## src/rtl/rd_arb_pkg.sv

```systemverilog
// Shared state encoding and default sizing for the round-robin read-port arbiter.
// Latency: none; this file holds declarations only.
// Backpressure: not applicable.
package rd_arb_pkg;

    localparam int NREQ_DEF     = 4;
    localparam int ADDR_W_DEF   = 8;
    localparam int WAIT_MAX_DEF = 15;

    // One-hot read-cycle states.
    typedef enum logic [3:0] {
        IDLE = 4'b0001,
        READ = 4'b0010,
        DLY  = 4'b0100,
        DONE = 4'b1000
    } state_t;

endpackage

```

## src/rtl/rd_arb_ctrl_if.sv

```systemverilog
// Requester/memory bundle for the read-port arbiter; timeout_err exists only with RD_TIMEOUT_EN.
// Latency: wires only.
// Backpressure: requests are level-held until done; the memory stalls a cycle with ws.
interface rd_arb_ctrl_if
    import rd_arb_pkg::*;
#(
    parameter int NREQ   = NREQ_DEF,
    parameter int ADDR_W = ADDR_W_DEF
);
    logic [NREQ-1:0]        req;
    logic [NREQ*ADDR_W-1:0] addr_in;
    logic                   ws;
    logic [NREQ-1:0]        gnt;
    logic [NREQ-1:0]        done;
    logic                   rd;
    logic                   ds;
    logic [ADDR_W-1:0]      mem_addr;
    logic                   busy;
`ifdef RD_TIMEOUT_EN
    logic                   timeout_err;
`endif

    // Requesters plus memory side: drive requests and wait state, observe strobes.
    modport master (
        output req, addr_in, ws,
        input  gnt, done, rd, ds, mem_addr, busy
`ifdef RD_TIMEOUT_EN
        , timeout_err
`endif
    );

    // Arbiter/sequencer side.
    modport slave (
        input  req, addr_in, ws,
        output gnt, done, rd, ds, mem_addr, busy
`ifdef RD_TIMEOUT_EN
        , timeout_err
`endif
    );

endinterface

```

## src/rtl/rr_picker.sv

```systemverilog
// Round-robin priority search: first asserted req at or after ptr, wrapping modulo NREQ.
// Latency: purely combinational.
// Backpressure: none; the caller decides when to consume the winner.
module rr_picker #(
    parameter int NREQ  = 4,
    parameter int PTR_W = $clog2(NREQ)
) (
    input  logic [NREQ-1:0]  req,
    input  logic [PTR_W-1:0] ptr,
    output logic [NREQ-1:0]  win_oh,
    output logic [PTR_W-1:0] win_idx,
    output logic             win_vld
);

    logic [PTR_W-1:0] idx;

    // Scan from the pointer upward and keep the first hit.
    always_comb begin
        win_oh  = '0;
        win_idx = '0;
        win_vld = 1'b0;
        idx     = '0;
        for (int i = 0; i < NREQ; i++) begin
            idx = PTR_W'((int'(ptr) + i) % NREQ);
            if (!win_vld && req[idx]) begin
                win_vld     = 1'b1;
                win_oh[idx] = 1'b1;
                win_idx     = idx;
            end
        end
    end

endmodule

```

## src/rtl/rd_arb_ctrl.sv

```systemverilog
// Round-robin arbiter + IDLE/READ/DLY/DONE sequencer sharing one wait-stated read port; RD_TIMEOUT_EN adds a loop timeout.
// Latency: grant to done is 3 edges plus one wait loop (2 edges) per ws=1 sample in DLY, then one forced IDLE cycle.
// Backpressure: ws=1 in DLY re-enters READ; requests stay pending (level) until their done pulse.
module rd_arb_ctrl
    import rd_arb_pkg::*;
#(
    parameter int NREQ     = NREQ_DEF,
    parameter int ADDR_W   = ADDR_W_DEF,
    parameter int WAIT_MAX = WAIT_MAX_DEF
) (
    input  logic         clk,
    input  logic         reset,
    rd_arb_ctrl_if.slave bus
);

    localparam int PTR_W = $clog2(NREQ);

    // Reject configurations outside the supported range at elaboration.
    if (NREQ < 2 || NREQ > 8 || WAIT_MAX < 1) begin : g_param_chk
        $error("rd_arb_ctrl: NREQ must be 2..8 and WAIT_MAX >= 1");
    end

    state_t            state;
    logic [NREQ-1:0]   gnt_q;
    logic [NREQ-1:0]   done_q;
    logic              rd_q;
    logic              ds_q;
    logic              busy_q;
    logic [ADDR_W-1:0] mem_addr_q;
    logic [PTR_W-1:0]  ptr;

    logic [NREQ-1:0]   win_oh;
    logic [PTR_W-1:0]  win_idx;
    logic              win_vld;
    logic [ADDR_W-1:0] win_addr;
    logic [PTR_W-1:0]  ptr_nxt;

`ifdef RD_TIMEOUT_EN
    localparam int CNT_W = (WAIT_MAX < 16) ? 4 : $clog2(WAIT_MAX + 1);
    logic [CNT_W-1:0]  loop_cnt;
    logic              timeout_q;
    assign bus.timeout_err = timeout_q;
`endif

    rr_picker #(
        .NREQ  (NREQ),
        .PTR_W (PTR_W)
    ) u_picker (
        .req     (bus.req),
        .ptr     (ptr),
        .win_oh  (win_oh),
        .win_idx (win_idx),
        .win_vld (win_vld)
    );

    // Select the winner's address slice.
    always_comb begin
        win_addr = '0;
        for (int i = 0; i < NREQ; i++) begin
            if (win_oh[i]) begin
                win_addr = bus.addr_in[i*ADDR_W +: ADDR_W];
            end
        end
    end

    assign ptr_nxt = (win_idx == PTR_W'(NREQ - 1)) ? '0 : win_idx + 1'b1;

    // Read-cycle FSM; every output is a flop loaded from next-state decode.
    always_ff @(posedge clk or posedge reset) begin
        if (reset) begin
            state      <= IDLE;
            gnt_q      <= '0;
            done_q     <= '0;
            rd_q       <= 1'b0;
            ds_q       <= 1'b0;
            busy_q     <= 1'b0;
            mem_addr_q <= '0;
            ptr        <= '0;
`ifdef RD_TIMEOUT_EN
            loop_cnt   <= '0;
            timeout_q  <= 1'b0;
`endif
        end else begin
            case (state)
                IDLE: begin
                    if (win_vld) begin
                        state      <= READ;
                        gnt_q      <= win_oh;
                        mem_addr_q <= win_addr;
                        rd_q       <= 1'b1;
                        busy_q     <= 1'b1;
                        ptr        <= ptr_nxt;
`ifdef RD_TIMEOUT_EN
                        loop_cnt   <= '0;
`endif
                    end
                end
                READ: begin
                    state <= DLY;
                end
                DLY: begin
                    if (bus.ws) begin
`ifdef RD_TIMEOUT_EN
                        if (loop_cnt == CNT_W'(WAIT_MAX)) begin
                            state     <= DONE;
                            rd_q      <= 1'b0;
                            done_q    <= gnt_q;
                            timeout_q <= 1'b1;
                        end else begin
                            state    <= READ;
                            loop_cnt <= loop_cnt + 1'b1;
                        end
`else
                        state <= READ;
`endif
                    end else begin
                        state  <= DONE;
                        rd_q   <= 1'b0;
                        ds_q   <= 1'b1;
                        done_q <= gnt_q;
                    end
                end
                DONE: begin
                    state  <= IDLE;
                    ds_q   <= 1'b0;
                    done_q <= '0;
                    gnt_q  <= '0;
                    busy_q <= 1'b0;
`ifdef RD_TIMEOUT_EN
                    timeout_q <= 1'b0;
`endif
                end
                default: begin
                    state  <= IDLE;
                    rd_q   <= 1'b0;
                    ds_q   <= 1'b0;
                    done_q <= '0;
                    gnt_q  <= '0;
                    busy_q <= 1'b0;
                end
            endcase
        end
    end

    assign bus.gnt      = gnt_q;
    assign bus.done     = done_q;
    assign bus.rd       = rd_q;
    assign bus.ds       = ds_q;
    assign bus.busy     = busy_q;
    assign bus.mem_addr = mem_addr_q;

endmodule

```

## src/flat_wrapper.sv

```systemverilog
// flat-port wrapper written by rule: the top's interface ports become plain ports
module rd_arb_ctrl_flat import rd_arb_pkg::*;
#(
    parameter int NREQ     = NREQ_DEF,
    parameter int ADDR_W   = ADDR_W_DEF,
    parameter int WAIT_MAX = WAIT_MAX_DEF
)
  (clk, reset, bus_req, bus_addr_in, bus_ws, bus_gnt, bus_done, bus_rd, bus_ds, bus_mem_addr, bus_busy);
  rd_arb_ctrl_if #(.NREQ(NREQ), .ADDR_W(ADDR_W)) bus_i ();
  input  logic clk;
  input  logic reset;
  input wire logic [$bits(bus_i.req)-1:0] bus_req;
  input wire logic [$bits(bus_i.addr_in)-1:0] bus_addr_in;
  input wire logic [$bits(bus_i.ws)-1:0] bus_ws;
  output wire logic [$bits(bus_i.gnt)-1:0] bus_gnt;
  output wire logic [$bits(bus_i.done)-1:0] bus_done;
  output wire logic [$bits(bus_i.rd)-1:0] bus_rd;
  output wire logic [$bits(bus_i.ds)-1:0] bus_ds;
  output wire logic [$bits(bus_i.mem_addr)-1:0] bus_mem_addr;
  output wire logic [$bits(bus_i.busy)-1:0] bus_busy;
  assign bus_i.req = bus_req;
  assign bus_i.addr_in = bus_addr_in;
  assign bus_i.ws = bus_ws;
  assign bus_gnt = bus_i.gnt;
  assign bus_done = bus_i.done;
  assign bus_rd = bus_i.rd;
  assign bus_ds = bus_i.ds;
  assign bus_mem_addr = bus_i.mem_addr;
  assign bus_busy = bus_i.busy;
  rd_arb_ctrl #(.NREQ(NREQ), .ADDR_W(ADDR_W), .WAIT_MAX(WAIT_MAX)) u_core (.clk(clk), .reset(reset), .bus(bus_i));
endmodule
```

## config.mk

```make
export PLATFORM = sky130hd
export DESIGN_NAME = rd_arb_ctrl_flat
export DESIGN_NICKNAME = d
export VERILOG_FILES = /design/src/rtl/rd_arb_pkg.sv /design/src/rtl/rd_arb_ctrl_if.sv /design/src/rtl/rr_picker.sv /design/src/rtl/rd_arb_ctrl.sv /design/src/flat_wrapper.sv
export SDC_FILE = /design/constraint.sdc
export NUM_CORES = 1
export LEC_CHECK = 0
export ABC_AREA = 1
export BUFFER_PORTS_ARGS = -buffer_cell sky130_fd_sc_hd__buf_2
export CORE_ASPECT_RATIO = 0.5
export CORE_MARGIN = 2
export CORE_UTILIZATION = 50
export DETAILED_ROUTE_END_ITERATION = 10
export GPL_ROUTABILITY_DRIVEN = 0
export PLACE_DENSITY = 0.78
export SYNTH_ARGS = -nofsm -noshare
export SYNTH_HDL_FRONTEND = slang
export SYNTH_SLANG_ARGS = --single-unit
```

## constraint.sdc

```tcl
create_clock -name clk -period 4.6 [get_ports clk]
set_input_delay 1.15 -clock clk [delete_from_list [all_inputs] [get_ports clk]]
set_output_delay 1.15 -clock clk [all_outputs]
set_load 0.01 [all_outputs]
```

==> results.md, run 1 <==
* Status: finished clean
* Worst hold path depth at 2
* Setup Skew at 0.00482 ns
* Post-DP HPWL at 3.21 mm
* CP Max Fanout at 20
* Nets at 373
* Final Hold Viols at 0
* Slew Viols, Final at 0
* Commonest non-fill, non-tap cells in the layout: 100 x nand2_1, 57 x buf_2, 42 x inv_1
* Syn Nets at 316
* Commonest non-fill, non-tap cell in the layout: nand2_1
* Reg2reg setup slack at 1.90 ns
* Port bufs at 57
* First-pass GRT wire length at 6.99 mm
* Pwr dens at 808 mW/mm^2
* Post-cts sizing count at 0
* Worst-Margin Slew at 0.907 ns
* Clk_lat worst skew at 0.27 ns
* Via count at 1847
* Average size of a mapped cell at 6.82 sq um
* Max Root-Sink Buffers at 2
* R2R cell count at 15
* Die area at 0.00421 sq mm
* Final setup violation count at 0
* Synth top area cells: dfrtp_1 33%, nand2_1 20%, inv_1 8.6%
* Fin crit period at 2.70 ns
* Peak Freq at 0.370 GHz
* Antenna Cells at 0
* P&R area growth vs syn at 19.0%
* Largest net degree at the start of global routing at 26
* Syn Inst Count at 270
* Arrival @ worst endpoint at 2.87 ns
* Leakage at 1.32 nW
* Area fraction of the dominant cell type after synthesis at 32.6%
* Initial antenna violation count at 0
* Yosys warns at 0
* Max Cap Violations at 0
* Reg area at 627 sq um
* Area leader, netlist: dfrtp_1
* H-tree depth at 1
* Hold path endpoint: u_core.bus.rd
* Slew margin rel. at 39.5%
* Postcts setup bufs at 0
* Seq/Total Area, Yosys at 34.1%
* Fin cells at 377
* Io pins at 58
* TritonRoute pass-1 iters at 4
* Crit path required time at 4.76 ns
* Mapped Area at 0.00184 sq mm
* Part of the cycle the worst path needs at 58.8%
* Final TNS setup at 0 ns
* Initial Util at 53.0%
* Initial DRC Count at 148
* GRT Overall Usage at 20.6%
* RSZ-0062 raised after global routing: no
* DRC viols at 0
* Crit Reg-Reg Endpoint: u_core.bus.mem_addr[7]
* Worst hold path type: reg2reg
* Layout cell share with drive strength beyond 1 at 26.4%
* Type of origin of the critical path: register
* CTS sink count at 25
* Worst-path clk slew at 0.08 ns
* Final WL at 4.23 mm
* Routed len/inst at 11.2 um
* Core ar. at 0.00347 sq mm
* Num rows at 15
* Vias in the first global route at 1578
* GRT Residual Overflow at 0
* Hold path start: u_core.bus.rd
* Filler Cell Count at 327
* Cell variety after synth at 29
* CP endpoint kind: register
* Post-CTS Hold Fix Bufs at 0
* Multi-input gate area at 983 sq um
* #FFs+latches synth at 25
* Routed Antenna Nets at 0
* VDD IR-drop max at 0.000417 V
* Cells after DPL at 373
* Clock Tree Root: clkbuf_8
* Die Ht at 46.9 um
* DR vias/cell at 4.90
* Die W at 89.8 um
* Critical path type: reg2reg
* Clock tree from TritonCTS: built
* Num CTS Buffers at 3
[worst max-delay path: stages, from the launching register on]
cell and delay (ns):
dfrtp_1 0.66, inv_6 0.10, ha_1 0.41, inv_1 0.10, nand2_1 0.07, nand2_1 0.09, nor2_4 0.17, nand2_4 0.09
inv_1 0.06, nand3_1 0.13, nand2_1 0.14, inv_2 0.07, nand2_2 0.28, a21oi_1 0.09, nand2_1 0.10, nand2_1 0.05
[stage by stage]
stage / setup slack, ns / util, % / cell area [sq um] / power [mW] / hold WS (ns)
floorplan: 2.16 / - / 1840 / 1.39 / 0.495
global placement: 1.75 / 61.7 / 2140 / 1.60 / 0.457
detailed placement: 1.70 / 61.7 / 2140 / 1.63 / 0.454
CTS: 1.90 / 63.1 / 2190 / 1.76 / 0.474
global route: 1.62 / 63.1 / 2190 / 1.98 / 0.495
finish: 1.90 / 63.1 / 2190 / 1.77 / 0.471
[worst max path at each step]
stage / endpoint / slack, ns
floorplan: u_core.bus.mem_addr[0] / 2.16
global placement: u_core.ptr[1] / 1.75
detailed placement: u_core.ptr[1] / 1.70
CTS: u_core.bus.mem_addr[7] / 1.90
global route: u_core.bus.mem_addr[7] / 1.62
finish: u_core.bus.mem_addr[7] / 1.90
[cell type report]
cell class,count,share of cell area (%)
clock buffers,3,1.89
well taps,51,2.91
inverters,47,8.29
multi-input cells,193,44.9
flip-flops and latches,25,28.6
clock inverters,1,0.343
repair buffers,57,13.0
[cells in the mapped netlist]
cell type	number
o21ai_0	14
dfstp_2	1
buf_6	3
nor3_2	1
xor2_1	1
nand2_1	100
nor2_2	2
nand3_1	8
a21boi_1	1
o21ai_4	1
nor2_4	2
inv_6	1
a31oi_1	2
nand2_2	5
ha_1	7
inv_1	42
o211ai_1	1
nand4_1	4
nor2_1	7
o22ai_1	1
buf_4	2
dfrtp_1	24
inv_2	4
nor3_1	1
a21oi_2	1
a21oi_1	27
nand2_4	2
nand3_2	4
nor4_2	1
[logic make-up after synthesis]
kind of cell | synth area share, %
AOI/OAI and AO/OA | 14.3
xor gates and xnor gates | 0.476
adders and majority gates | 4.76
buffers and inverters | 12.5
DFF | 34.1
and+or+nand+nor | 33.9
[report_power, final]
group	switching, mW	internal, mW	leakage [nW]
Combinational	0.856	0.416	0.971
Clock	0.0676	0.0613	0.0217
Sequential	0.0661	0.303	0.323
Total	0.989	0.780	1.32
[state kept, by name, summed over array words and instances, names as in the netlist, named ones only]
register and flops:
u_core.bus.busy 1, u_core.bus.done 4, u_core.bus.ds 1, u_core.bus.gnt 4, u_core.bus.mem_addr 8, u_core.bus.rd 1
u_core.ptr 1, u_core.state 4
[metal layers]
layer | vias to the layer above | share of wire (%) | routed length (um) | global-route usage [%]
li1 | 957 | - | - | -
met1 | 839 | 46 | 1950 | 27.5
met2 | 49 | 48 | 2020 | 37.1
met3 | 2 | 5.6 | 235 | 3.05
met4 | 0 | 0.64 | 27 | 5.54
met5 | - | 0 | 0 | 0
Note: power is estimated with default switching activity, not from simulation.
==> inputs of run 2 (changes only) <==
Settings changed: CORE_UTILIZATION 50 to 46, PLACE_DENSITY 0.78 to 0.76.
Clock period 4.6 ns to 2.3 ns, I/O delays scaled along.
==> run 2 against run 1 <==
Cell count grew 4.2%. Hold slack lost 0.13 ns. Routed wire length grew 18%. Count of clock-buffer cells in the layout is the same. Power grew 130%. Critical path depth shrank 3. Worst setup slack lost 1.8 ns. Global-route usage is essentially flat. Clock skew grew 0.0021 ns. Register-to-register slack lost 1.8 ns. Via count grew 4.5%. Fmax grew 23%. Critical endpoint is now u_core.bus.mem_addr[5]. Largest power group unchanged.
==> results.md, run 2 (synthesis results as in run 1) <==
* Status: finished clean
* Most used cell, CP: nand2_1
* Post-DP HPWL at 3.53 mm
* Filler Cell Count at 360
* Worst-Margin Slew at 0.579 ns
* Core ar. at 0.00386 sq mm
* DRC viols at 0
* Crit path required time at 2.48 ns
* TritonRoute pass-1 iters at 4
* Worst hold path type: in2async
* Critical path type: reg2reg
* Initial DRC Count at 119
* Design area at 0.00235 sq mm
* Type of origin of the critical path: register
* Peak Freq at 0.455 GHz
* Max Root-Sink Buffers at 2
* Commonest non-fill, non-tap cells in the layout: 100 x nand2_1, 57 x buf_2, 42 x inv_1
* Pwr dens at 1700 mW/mm^2
* Critical path's top delay family: simple AND/OR/NAND/NOR gates
* Num CTS Buffers at 3
* Routed len/inst at 12.7 um
* CP cell instances: inv_6, ha_1, buf_4, nand3_1, nand2_1, nor2_4, a21boi_2, nand3_2, a21oi_1, nand2_1, nand2_1, nand2_1
* Nets at 386
* GRT Residual Overflow at 0
* Initial Util at 47.6%
* Setup Skew at 0.00696 ns
* Clock tree from TritonCTS: built
* Die W at 93.5 um
* Leakage at 1.41 nW
* Via count at 1931
* CP endpoint kind: register
* Slew margin rel. at 61.4%
* Worst-path clk slew at 0.09 ns
* Io pins at 58
* Final WL at 4.99 mm
* Layout cell share with drive strength beyond 1 at 30.1%
* P&R area growth vs syn at 27.6%
* Final TNS setup at 0 ns
* Clock Tree Root: clkbuf_8
* Antenna Cells at 0
* CTS sink count at 25
* Commonest non-fill, non-tap cell in the layout: nand2_1
* Fin crit period at 2.20 ns
* Vias in the first global route at 1611
* Die Ht at 48.7 um
* H-tree depth at 1
* DR vias/cell at 4.91
* VDD IR-drop max at 0.000833 V
* Initial antenna violation count at 0
* First-pass GRT wire length at 7.48 mm
* Max reg flops at 8
* Port bufs at 57
* Levels on crit path at 12
* Slew Viols, Final at 0
* R2R cell count at 12
* CP bufs+invs at 2
* Max Cap Violations at 0
* Routed Antenna Nets at 0
* Largest net degree at the start of global routing at 21
* GRT Overall Usage at 20.6%
* Die area at 0.00455 sq mm
* Critical path's slowest cell: dfrtp_1
* Num rows at 16
* RSZ-0062 raised after global routing: yes
* Post-CTS Hold Fix Bufs at 0
* Final Hold Viols at 0
* Clk_lat worst skew at 0.27 ns
* CP Max Fanout at 8
* Part of the cycle the worst path needs at 95.6%
* CP max stage delay at 0.43 ns
* Arrival @ worst endpoint at 2.37 ns
* Post-DP Area at 0.00221 sq mm
* Final setup violation count at 0
==> run 2: path summary, 6_finish.rpt <==
check,slack (ns),start,end
max,0.10,register,u_core.bus.mem_addr[5]
min,0.35,reset,u_core.bus.mem_addr[3]
max reg2reg,0.10,register,u_core.bus.mem_addr[5]
min reg2reg,0.48,u_core.bus.mem_addr[5],u_core.bus.mem_addr[5]
max in group asynchronous,1.37,reset,u_core.bus.gnt[2]
min in group clk,0.48,bus_ws,u_core.state[3]
==> run 2: final cells by class <==
class	count	area, sq um	area share [%]
clock buffer	3	41.3	1.76
clock inverter	1	7.51	0.320
inverter	47	184	7.83
multi-input combinational	195	1040	44.3
sequential	25	627	26.7
tap	54	67.6	2.88
timing repair buffer	68	380	16.2
==> run 2: power by group <==
group	internal, mW	total [mW]	switching, mW
logic	1.07	3.01	1.94
clock network	0.123	0.268	0.145
registers	0.606	0.702	0.0962
==> run 2: per-layer routing <==
| metal | share of wire, % | global-route usage, % | vias up |
|---|---|---|---|
| met5 | 0 | 0 | - |
| met3 | 6.9 | 2.49 | 2 |
| li1 | - | - | 986 |
| met1 | 46 | 29.7 | 878 |
| met4 | 0.54 | 5.88 | 0 |
| met2 | 46 | 32.7 | 65 |
==> run 2: metrics by stage <==
step | worst slack (ns) | hold slack, ns | util (%) | total power [mW] | instances
2_1_floorplan | 0.160 | 0.495 | - | 2.79 | 270
3_3_place_gp | 0.0915 | 0.458 | 57.3 | 3.31 | 385
3_5_place_dp | 0.0411 | 0.461 | 57.3 | 3.39 | 385
4_1_cts | 0.0419 | 0.375 | 58.5 | 3.67 | 389
5_1_grt | -0.0216 | 0.402 | 60.8 | 4.36 | 393
6_report | 0.102 | 0.345 | 60.8 | 3.98 | 393
==> run 2: timing repair <==
item / 4_1_cts / 5_1_grt
setup buffers: 0 / 2
setup endpoints to repair: 0 / 13
gates resized for setup: 0 / 8
